`src/rtl/demux12_buf_pkg.sv`:
```
// Shared constants for the buffered 1-to-2 nibble demultiplexer.
// Default geometry and channel select encodings.
package demux12_buf_pkg;

    localparam int DEF_WIDTH = 4;
    localparam int DEF_DEPTH = 2;

    localparam logic CH0 = 1'b0;
    localparam logic CH1 = 1'b1;

    // Pointer width, kept at least 1 bit for a degenerate depth.
    function automatic int ptr_w(input int depth);
        return (depth > 1) ? $clog2(depth) : 1;
    endfunction

endpackage

```
`src/rtl/demux12_buf_fifo2.sv`:
```
// Single-channel synchronous FIFO used per demux output.
// Head word is forced to zero whenever the FIFO is empty.
module demux_fifo2
    import demux12_buf_pkg::*;
#(
    parameter int WIDTH = DEF_WIDTH,
    parameter int DEPTH = DEF_DEPTH
) (
    input  logic             clk,
    input  logic             rst_n,
    input  logic             push,
    input  logic [WIDTH-1:0] din,
    input  logic             pop,
    output logic [WIDTH-1:0] dout,
    output logic             valid,
    output logic             full
);

    localparam int PW = ptr_w(DEPTH);
    localparam int CW = PW + 1;

    logic [WIDTH-1:0] r_mem [DEPTH];
    logic [PW-1:0]    r_wptr;
    logic [PW-1:0]    r_rptr;
    logic [CW-1:0]    r_cnt;

    logic w_full;
    logic w_valid;
    logic w_push;
    logic w_pop;

    assign w_full  = (r_cnt == CW'(DEPTH));
    assign w_valid = (r_cnt != '0);
    assign w_push  = push & ~w_full;
    assign w_pop   = pop & w_valid;

    always_ff @(posedge clk) begin
        if (!rst_n) begin
            for (int i = 0; i < DEPTH; i++) begin
                r_mem[i] <= '0;
            end
            r_wptr <= '0;
            r_rptr <= '0;
            r_cnt  <= '0;
        end else begin
            if (w_push) begin
                r_mem[r_wptr] <= din;
                r_wptr        <= r_wptr + PW'(1);
            end
            if (w_pop) begin
                r_rptr <= r_rptr + PW'(1);
            end
            unique case ({w_push, w_pop})
                2'b10:   r_cnt <= r_cnt + CW'(1);
                2'b01:   r_cnt <= r_cnt - CW'(1);
                default: r_cnt <= r_cnt;
            endcase
        end
    end

    assign dout  = w_valid ? r_mem[r_rptr] : '0;
    assign valid = w_valid;
    assign full  = w_full;

endmodule

```
`src/rtl/demux12_buf.sv`:
```
// Buffered 1-to-2 demux: routes each word by sel into one of two FIFOs.
// in_ready depends only on sel and the registered full flags.
module demux12_buf
    import demux12_buf_pkg::*;
#(
    parameter int WIDTH = DEF_WIDTH,
    parameter int DEPTH = DEF_DEPTH
) (
    input  logic             clk,
    input  logic             rst_n,
    input  logic [WIDTH-1:0] in,
    input  logic             sel,
    input  logic             in_valid,
    output logic             in_ready,
    output logic [WIDTH-1:0] out0,
    output logic             out0_valid,
    input  logic             out0_ready,
    output logic [WIDTH-1:0] out1,
    output logic             out1_valid,
    input  logic             out1_ready
);

    logic w_full0;
    logic w_full1;
    logic w_take;
    logic w_push0;
    logic w_push1;

    // Any non-1 sel (X/Z) steers to channel 0 only, never both.
    assign in_ready = (sel === CH1) ? ~w_full1 : ~w_full0;
    assign w_take   = in_valid & in_ready;
    assign w_push0  = w_take & (sel !== CH1);
    assign w_push1  = w_take & (sel === CH1);

    demux_fifo2 #(
        .WIDTH(WIDTH),
        .DEPTH(DEPTH)
    ) u_fifo0 (
        .clk  (clk),
        .rst_n(rst_n),
        .push (w_push0),
        .din  (in),
        .pop  (out0_ready),
        .dout (out0),
        .valid(out0_valid),
        .full (w_full0)
    );

    demux_fifo2 #(
        .WIDTH(WIDTH),
        .DEPTH(DEPTH)
    ) u_fifo1 (
        .clk  (clk),
        .rst_n(rst_n),
        .push (w_push1),
        .din  (in),
        .pop  (out1_ready),
        .dout (out1),
        .valid(out1_valid),
        .full (w_full1)
    );

endmodule

```
`config.mk`:
```
export PLATFORM = sky130hd
export DESIGN_NAME = demux12_buf
export DESIGN_NICKNAME = d
export VERILOG_FILES = /design/src/rtl/demux12_buf_pkg.sv /design/src/rtl/demux12_buf_fifo2.sv /design/src/rtl/demux12_buf.sv
export SDC_FILE = /design/constraint.sdc
export NUM_CORES = 1
export LEC_CHECK = 0
export CORE_ASPECT_RATIO = 0.7
export CORE_MARGIN = 2
export CORE_UTILIZATION = 55
export CTS_CLUSTER_SIZE = 40
export DETAILED_ROUTE_END_ITERATION = 7
export PLACE_DENSITY = 0.82
export SLEW_MARGIN = 30
export SYNTH_ARGS = -nofsm -noshare
export SYNTH_HDL_FRONTEND = slang
export SYNTH_SLANG_ARGS = --single-unit
```
`constraint.sdc`:
```
create_clock -name clk -period 3.65 [get_ports clk]
set_input_delay 0.365 -clock clk [delete_from_list [all_inputs] [get_ports clk]]
set_output_delay 0.365 -clock clk [all_outputs]
set_load 0.005 [all_outputs]
```
# Yosys cells after proc, flatten, opt, wreduce, memory -nomap -nowiden
# Memories as Yosys holds them, arrays and structs flattened. A register that Yosys moved wholly into a read port is not among the register bits.
# Index checks and enable logic that the tools add are counted.
[totals] regBits=8 ramBits=16 wordCells=61 mem_count=2
[classes] add_sub_neg=8 n_eq_ne=8 mux=22 n_bitwise=9 n_reduce_logical=6
[memory_table] memory="u_fifo0.r_mem" words=2 width=4 rd=1 rd_clocked_by_memory_dff=1 wr=2 line_no="demux12_buf_fifo2.sv:22" source="logic [WIDTH-1:0] r_mem [DEPTH];"
[memory_table] memory="u_fifo1.r_mem" words=2 width=4 rd=1 rd_clocked_by_memory_dff=1 wr=2 line_no="demux12_buf_fifo2.sv:22"
[op_table] op="$mux W1" count=16
[op_table] op="$mux W4" count=4
[op_table] op="$eq A2 B2 Y1 const B" count=4
[op_table] op="$pmux W2 S2" count=2
[op_table] op="$reduce_bool A2 Y1" count=4
[op_table] op="$reduce_or A4 Y1" count=2
[op_table] op="$and A1 B1 Y1" count=7
[op_table] op="$add A1 B1 Y1 const B" count=4
[op_table] op="$add A2 B1 Y2 const B" count=2
[op_table] op="$eq A2 B1 Y1 const B" count=2
[op_table] op="$sub A2 B1 Y2 const B" count=2
[op_table] op="$not A1 Y1" count=2
[op_table] op="$eqx A1 B1 Y1 const B" count=1
[op_table] op="$nex A1 B1 Y1 const B" count=1

# Longest topological paths before layout
# Gate-level depths: netlist (run 1).
[logic_depth] depth_word=11 mapped_depth=6 mapped_depth_nobuf=6

# Modules after synthesis
# From an unflattened synthesis (run 1), not the netlist that was laid out.
[hier_totals] hier_cells=123 hier_area_um2=1227.4
[by_module_without_submodules] mod="demux_fifo2" n_inst=2 cells_each=60 area_per_inst_um2=600.6
[by_module_without_submodules] mod="demux12_buf" n_inst=1 cells_each=3 area_per_inst_um2=26.3

# Least setup slack after synthesis (run 1)
# No wires, ideal clock.
[synth_path] path_kind="register to register" startpoint="register u_fifo1.r_cnt[1]" endpoint="register u_fifo1.r_cnt[1]" arrival_ns=1.450 setup_slack_ns=2.130 path_stages_with_launch=6 cell_sequence="dfxtp_1 > nor2b_1 > nand3b_1 > ha_1 > or3_1 > a21boi_1"
[synth_between] elab_chain_cells=8 elab_cells_between_ends=14 classes_between="add/sub (2); eq/ne (3); mux (2); bitwise (5); reduce/logical (2)"
[synth_lines] item="start: declaration" line_no="demux12_buf_fifo2.sv:25" source="logic [CW-1:0] r_cnt;"
[synth_lines] item="start signal: assignment" line_no="demux12_buf_fifo2.sv:54" source="2'b10: r_cnt <= r_cnt + CW'(1);"
[synth_lines] item="start signal: assignment" line_no="demux12_buf_fifo2.sv:55" source="2'b01: r_cnt <= r_cnt - CW'(1);"
[synth_lines] item="start signal: assignment" line_no="demux12_buf_fifo2.sv:56" source="default: r_cnt <= r_cnt;"
[synth_lines] item="$eq A2 B2 Y1" line_no="demux12_buf_fifo2.sv:32" source="assign w_full = (r_cnt == CW'(DEPTH));"
[synth_lines] item="$not A1 Y1" line_no="demux12_buf_fifo2.sv:34, demux12_buf.sv:30"
[synth_lines] item="$mux W1" line_no="demux12_buf.sv:30" source="assign in_ready = (sel === CH1) ? ~w_full1 : ~w_full0;"
[synth_lines] item="$and A1 B1 Y1" line_no="demux12_buf.sv:31" source="assign w_take = in_valid & in_ready;"
[synth_lines] item="$and A1 B1 Y1" line_no="demux12_buf.sv:33" source="assign w_push1 = w_take & (sel === CH1);"
[synth_lines] item="$and A1 B1 Y1" line_no="demux12_buf_fifo2.sv:34" source="assign w_push = push & ~w_full;"
[synth_lines] item="$eq A2 B1 Y1 / $eq A2 B2 Y1 (equally long branches)" line_no="demux12_buf_fifo2.sv:53" source="unique case ({w_push, w_pop})"
[synth_lines] item="$pmux W2 S2 / $reduce_bool A2 Y1 (equally long branches)"
# Parallel ways exist; a longest one is shown, timed or not.
# A chain may end at the register's enable or synchronous reset.

# Worst setup path in the final report (run 1)
[layout_path] startpoint="input sel" endpoint="output in_ready"
[layout_between] elab_chain_cells=2
[layout_lines] item="start: declaration" line_no="demux12_buf.sv:12" source="input logic sel,"
[layout_lines] item="$eqx A1 B1 Y1" line_no="demux12_buf.sv:30"
[layout_lines] item="$mux W1" line_no="demux12_buf.sv:30"
[layout_lines] item="end: declaration" line_no="demux12_buf.sv:14" source="output logic in_ready,"
# No other way between the ends.

==> results.json, run 1 <==
{
  "status": "finished clean",
  "grt_max_degree": 16,
  "hold-path-endpoint": "u_fifo0.r_cnt[1]",
  "postCtsHoldBufs": 0,
  "avgRoutedWirePerCell_um": 12.7,
  "powerDensity_nw_per_um2": 604,
  "worstPathCellList": "clkdlybuf4s50_1 > nor2_1 > a21oi_1 > clkdlybuf4s50_1",
  "via_per_inst": 5.01,
  "synth_area_leaders": "edfxtp_1 39%, dfxtp_1 16%, and2_1 12%",
  "yosys-top-cells-count": "24 x and2_1, 16 x edfxtp_1, 11 x nor2_1",
  "critPathLaunchType": "primary input",
  "maxSlewViolCount": 0,
  "diodes": 0,
  "fin_worst_skew_ps": 13.0,
  "p_leak_nw": 0.579,
  "cts_buffer_depth": 2,
  "rsz0062_at_grt": "no",
  "coreArea_um2": 2140,
  "synth_top_area_frac": 0.388,
  "synth.most_common_cell": "and2_1",
  "clk_latency_ps": 330,
  "cts_num_sinks": 26,
  "ir_drop_uv": 349,
  "rows": 14,
  "synthesis.nets": 121,
  "synth.cell_area_um2": 1240,
  "min_from": "u_fifo0.r_cnt[1]",
  "crit_path_frequent_cell": "clkdlybuf4s50_1",
  "synth_warnings": 0,
  "path_class": "primary input to output port",
  "critical_path_required_ps": 3280,
  "yosysSeqAreaShare": 0.549,
  "grt_pass1_wl_um": 3550,
  "fmax_ghz": 0.480,
  "grt_pass1_vias": 767,
  "synth_edf_count": 16,
  "cts_root_buf": "clkbuf_4",
  "io_buffers": 20,
  "cts_buffers": 3,
  "hold_depth": 2,
  "die_w_um": 60.7,
  "hold_viol_final": 0,
  "endpoint_kind": "output port",
  "post-route-period-util": 0.570,
  "whs_ps": 542,
  "drv_cap": 0,
  "finalWirelength_um": 2060,
  "min_path_type": "flip-flop to flip-flop",
  "cts_tree": "yes",
  "detail_route.first_pass.iterations": 4,
  "r2r_cells": 5,
  "fillers": 172,
  "gp_congestion": 0.770,
  "ctsResizeCount": 0,
  "tns_ps": 0,
  "h-tree-depth": 1,
  "rrSetupSlack_ps": 1940,
  "antenna_found_initial": 0,
  "overflow": 0,
  "yosysTopAreaCell": "edfxtp_1",
  "synth_cells": 109,
  "postCtsSetupBuffers": 0,
  "dr.first_iter.drc_count": 12,
  "clkTransAtPathRegs_ps": 130,
  "nets": 143,
  "area_delta_synth_final_pct": 22.7,
  "dpl.hpwl_um": 1600,
  "setup_violations": 0,
  "drive_gt1_frac": 0.0615,
  "slowest_stage": "clkdlybuf4s50_1",
  "r2r_end": "u_fifo1.r_cnt[1]",
  "r2r_start": "u_fifo1.r_cnt[1]",
  "die_h_um": 43.7,
  "crit_fanout": 8,
  "async_reset_ff_frac": 0,
  "synth_ff_type": "edfxtp_1",
  "ys_ff_latch": 26,
  "syn_avg_cell_area_um2": 11.4,
  "tightestPinTransition_ps": 660,
  "vias": 811,
  "critPathMaxStageDelay_ps": 620,
  "dieArea_um2": 2650,
  "fin_crit_ps": 2080,
  "relSlewSlack": 0.555,
  "ioPinCount": 21,
  "initial_core_util": 0.580,
  "track_usage": 0.190,
  "drcViolationCount": 0,
  "synth.distinct_cells": 21,
  "ant_nets": 0,
  "worstPathArrival_ps": 1720
}
==> through the flow <==
step / instance area, µm² / utilization / total power [W] / worst slack, ps / std cells
after floorplan: 1240 / - / 0.000600 / 2130 / 109
after global placement: 1470 / 0.687 / 0.000716 / 1480 / 158
after detailed placement: 1470 / 0.687 / 0.000730 / 1440 / 158
after CTS: 1520 / 0.711 / 0.000923 / 1560 / 162
after global routing: 1520 / 0.711 / 0.000977 / 1440 / 162
final: 1520 / 0.711 / 0.000918 / 1570 / 162
==> where the power goes <==
part           internal (W)  switching (W)  total (W)
Combinational      0.000180       0.000127   0.000307
Clock              0.000111      0.0000869   0.000198
Sequential         0.000364      0.0000495   0.000413
Total              0.000655       0.000264   0.000918
==> sequential cells by signal, summed over array words and instances, names as in the netlist, named ones only <==
name / flops
u_fifo1.r_wptr: 1
u_fifo0.r_rptr: 1
u_fifo1.r_mem: 8
u_fifo0.r_wptr: 1
u_fifo1.r_rptr: 1
u_fifo0.r_cnt: 2
u_fifo0.r_mem: 8
u_fifo1.r_cnt: 2
==> how the worst max path moves through the flow <==
stage	startpoint	to	slack, ps	cells after the start
after floorplan	u_fifo1.r_cnt[1]	u_fifo1.r_cnt[1]	2130	5
after global placement	rst_n	u_fifo0.r_mem[1][0]	1480	4
after detailed placement	rst_n	u_fifo0.r_mem[1][2]	1440	4
after CTS	sel	in_ready	1560	4
after global routing	sel	in_ready	1440	4
final	sel	in_ready	1570	4
==> worst max-delay path: cells and delay by family <==
family / cells / cell delay [ps]
buffers and inverters: 2 / 1130
AOI/OAI and AO/OA: 1 / 120
and+or+nand+nor: 1 / 90
==> cells in the final DEF, fill, tap and decap left out <==
| cell | instances |
|---|---|
| nand3b_1 | 2 |
| o21ai_0 | 6 |
| edfxtp_1 | 16 |
| and2_1 | 24 |
| clkdlybuf4s50_1 | 20 |
| dfxtp_1 | 10 |
| inv_1 | 4 |
| nor4_2 | 1 |
| or3_1 | 2 |
| nor2b_1 | 2 |
| clkbuf_4 | 3 |
| xnor2_1 | 6 |
| ha_1 | 2 |
| nand2b_1 | 3 |
| bufinv_16 | 1 |
| a21oi_1 | 1 |
| mux2i_1 | 8 |
| a21boi_1 | 2 |
| nor2_1 | 11 |
| a21o_1 | 2 |
| nand2_1 | 1 |
| nor4b_2 | 2 |
| and4bb_2 | 1 |
==> layout make-up <==
type / instances / area [µm²] / share of cell area
Sequential cell: 26 / 681 / 0.448
Inverter: 4 / 15.0 / 0.00988
Tap cell: 32 / 40.0 / 0.0263
Clock buffer: 3 / 22.5 / 0.0148
Timing Repair Buffer: 20 / 200 / 0.132
Clock inverter: 1 / 30.0 / 0.0198
Multi-Input combinational cell: 76 / 532 / 0.350
==> cell families (layout without fill, tap and decap cells) <==
group | count (synthesis) | in the layout | synth area share
XOR/XNOR | 6 | 6 | 0.0424
AO/OA/AOI/OAI | 11 | 11 | 0.0525
adder cells (fa/ha/maj) | 2 | 2 | 0.0202
multiplexers | 8 | 8 | 0.0646
buffers and inverters | 7 | 28 | 0.0212
flip-flops | 26 | 26 | 0.549
AND/OR/NAND/NOR | 49 | 49 | 0.249
==> metal layers <==
metal  track usage  part of all wire  wire (µm)
met5             0                 0          0
met4        0.0739             0.016         32
met3        0.0537             0.038         79
met2         0.269              0.44        902
met1         0.278              0.51       1040
Note: power is estimated with default switching activity, not from simulation.
==> run 2: changes to the inputs <==
Settings changed: CORE_UTILIZATION 55 to 46, PLACE_DENSITY 0.82 to 0.74.
Clock period 3.65 ns to 1.7 ns, I/O delays scaled along.
==> results.json, run 2 (synthesis gave the netlist of run 1 again) <==
{
  "status": "finished clean",
  "clkPwrFrac": 0.239,
  "initial_core_util": 0.493,
  "r2r_start": "u_fifo0.r_cnt[0]",
  "diodes": 0,
  "drv_cap": 0,
  "io_buffers": 20,
  "powerDensity_nw_per_um2": 1300,
  "grt_max_degree": 16,
  "min_path_type": "flip-flop to flip-flop",
  "power_frac_seq": 0.423,
  "fin_crit_ps": 1570,
  "grt_pass1_vias": 761,
  "crit_fanout": 6,
  "postCtsSetupBuffers": 0,
  "setup.worst_path.start": "u_fifo0.r_cnt[1]",
  "dieArea_um2": 3130,
  "tightestPinTransition_ps": 412,
  "finalPower_w": 0.00214,
  "relSlewSlack": 0.723,
  "rows": 15,
  "postCtsHoldBufs": 0,
  "area_delta_synth_final_pct": 32.5,
  "slowest_stage": "clkdlybuf4s50_1",
  "ir_drop_uv": 743,
  "cts_tree": "yes",
  "dpl.hpwl_um": 1650,
  "detail_route.first_pass.iterations": 3,
  "antenna_found_initial": 0,
  "ioPinCount": 21,
  "cts_buffers": 3,
  "track_usage": 0.157,
  "coreArea_um2": 2510,
  "fin_worst_skew_ps": 1.06,
  "post-route-period-util": 0.926,
  "largestRegisters": "u_fifo0.r_mem (8), u_fifo1.r_mem (8)",
  "rsz0062_at_grt": "no",
  "drive_gt1_frac": 0.190,
  "setup_violations": 0,
  "dp.cells": 172,
  "dr.first_iter.drc_count": 43,
  "cp_num_buf_inv": 1,
  "via_per_inst": 4.60,
  "ant_nets": 0,
  "power.switching_w": 0.000590,
  "maxSlewViolCount": 0,
  "comb_power_share": 0.338,
  "endpoint_kind": "output port",
  "die_w_um": 66.0,
  "hold_viol_final": 0,
  "critPathLaunchType": "flip-flop",
  "clk_latency_ps": 270,
  "worstPathCellList": "nor2_2 > nor2_1 > clkdlybuf4s50_1",
  "finalWirelength_um": 2100,
  "vias": 809,
  "nets": 155,
  "whs_ps": 514,
  "final_cell_mix": "24 x and2_1, 19 x clkdlybuf4s50_1, 16 x edfxtp_1",
  "grt_pass1_wl_um": 3550,
  "drcViolationCount": 0,
  "worstPathArrival_ps": 1400,
  "p_leak_nw": 0.646,
  "overflow": 0,
  "h-tree-depth": 1,
  "critPathMaxStageDelay_ps": 450,
  "final_common_cell": "and2_1",
  "cell_internal_pwr_w": 0.00155,
  "fmax_ghz": 0.635,
  "critical_path_required_ps": 1530,
  "cts_root_buf": "clkbuf_8",
  "cp_top_family": "buffers and inverters",
  "path_class": "flip-flop to output port",
  "min_from": "u_fifo0.r_cnt[1]",
  "clkTransAtPathRegs_ps": 90,
  "stdcell_count": 176,
  "die_h_um": 47.4,
  "cts_buffer_depth": 2,
  "swShare": 0.276,
  "cts_num_sinks": 26,
  "avgRoutedWirePerCell_um": 11.9,
  "gp_congestion": 0.651
}
[run 2: layout make-up]
class,instances,area [µm²]
fillers,214,873
well taps,34,42.5
flip-flops and latches,26,687
clock inverters,1,30.0
repair buffers,32,289
inverters,4,15.0
clock buffers,3,41.3
multi-input cells,76,537
[run 2: what timing repair did]
action / 4_1_cts / 5_1_grt
gates resized for setup: 4 / 4
setup endpoints to repair: 5 / 9
cloned: 0 / 0
[run 2: tightest hold or removal path: stages (launching register included)]
cell and delay (ps):
dfxtp_2 350, o21ai_0 70, a21boi_1 60
[run 2: worst paths after layout]
check	endpoint	slack, ps	cells after the start
setup / recovery	out0[0]	130	3
hold / removal	u_fifo0.r_cnt[1]	510	2
setup reg to reg	u_fifo0.r_cnt[1]	150	5
hold reg to reg	u_fifo0.r_cnt[1]	510	2
[run 2: power groups by stage]
| stage | registers (W) | clock network [W] | logic, W |
|---|---|---|---|
| CTS | 0.000899 | 0.000515 | 0.000729 |
| detailed placement | 0.000904 | 0 | 0.000725 |
| finish | 0.000906 | 0.000511 | 0.000723 |
| floorplan | 0.000852 | 0 | 0.000436 |
| global route | 0.000929 | 0.000544 | 0.000812 |
| global placement | 0.000900 | 0 | 0.000707 |
[run 2: layer usage]
| layer | vias to the layer above | share of wire | track usage |
|---|---|---|---|
| met3 | 0 | 0.037 | 0.0494 |
| met5 | - | 0 | 0 |
| li1 | 440 | - | - |
| met4 | 0 | 0 | 0.0367 |
| met1 | 356 | 0.54 | 0.231 |
| met2 | 13 | 0.42 | 0.230 |
[run 2: through the flow]
step / setup TNS [ps] / cell area (µm²) / setup WS [ps] / util
6_report: 0 / 1640 / 126 / 0.653
5_1_grt: 0 / 1640 / 9.24 / 0.653
4_1_cts: 0 / 1640 / 38.7 / 0.650
3_5_place_dp: -37.0 / 1560 / -35.0 / 0.620
3_3_place_gp: 0 / 1560 / 32.8 / 0.620
2_1_floorplan: 0 / 1240 / 180 / -
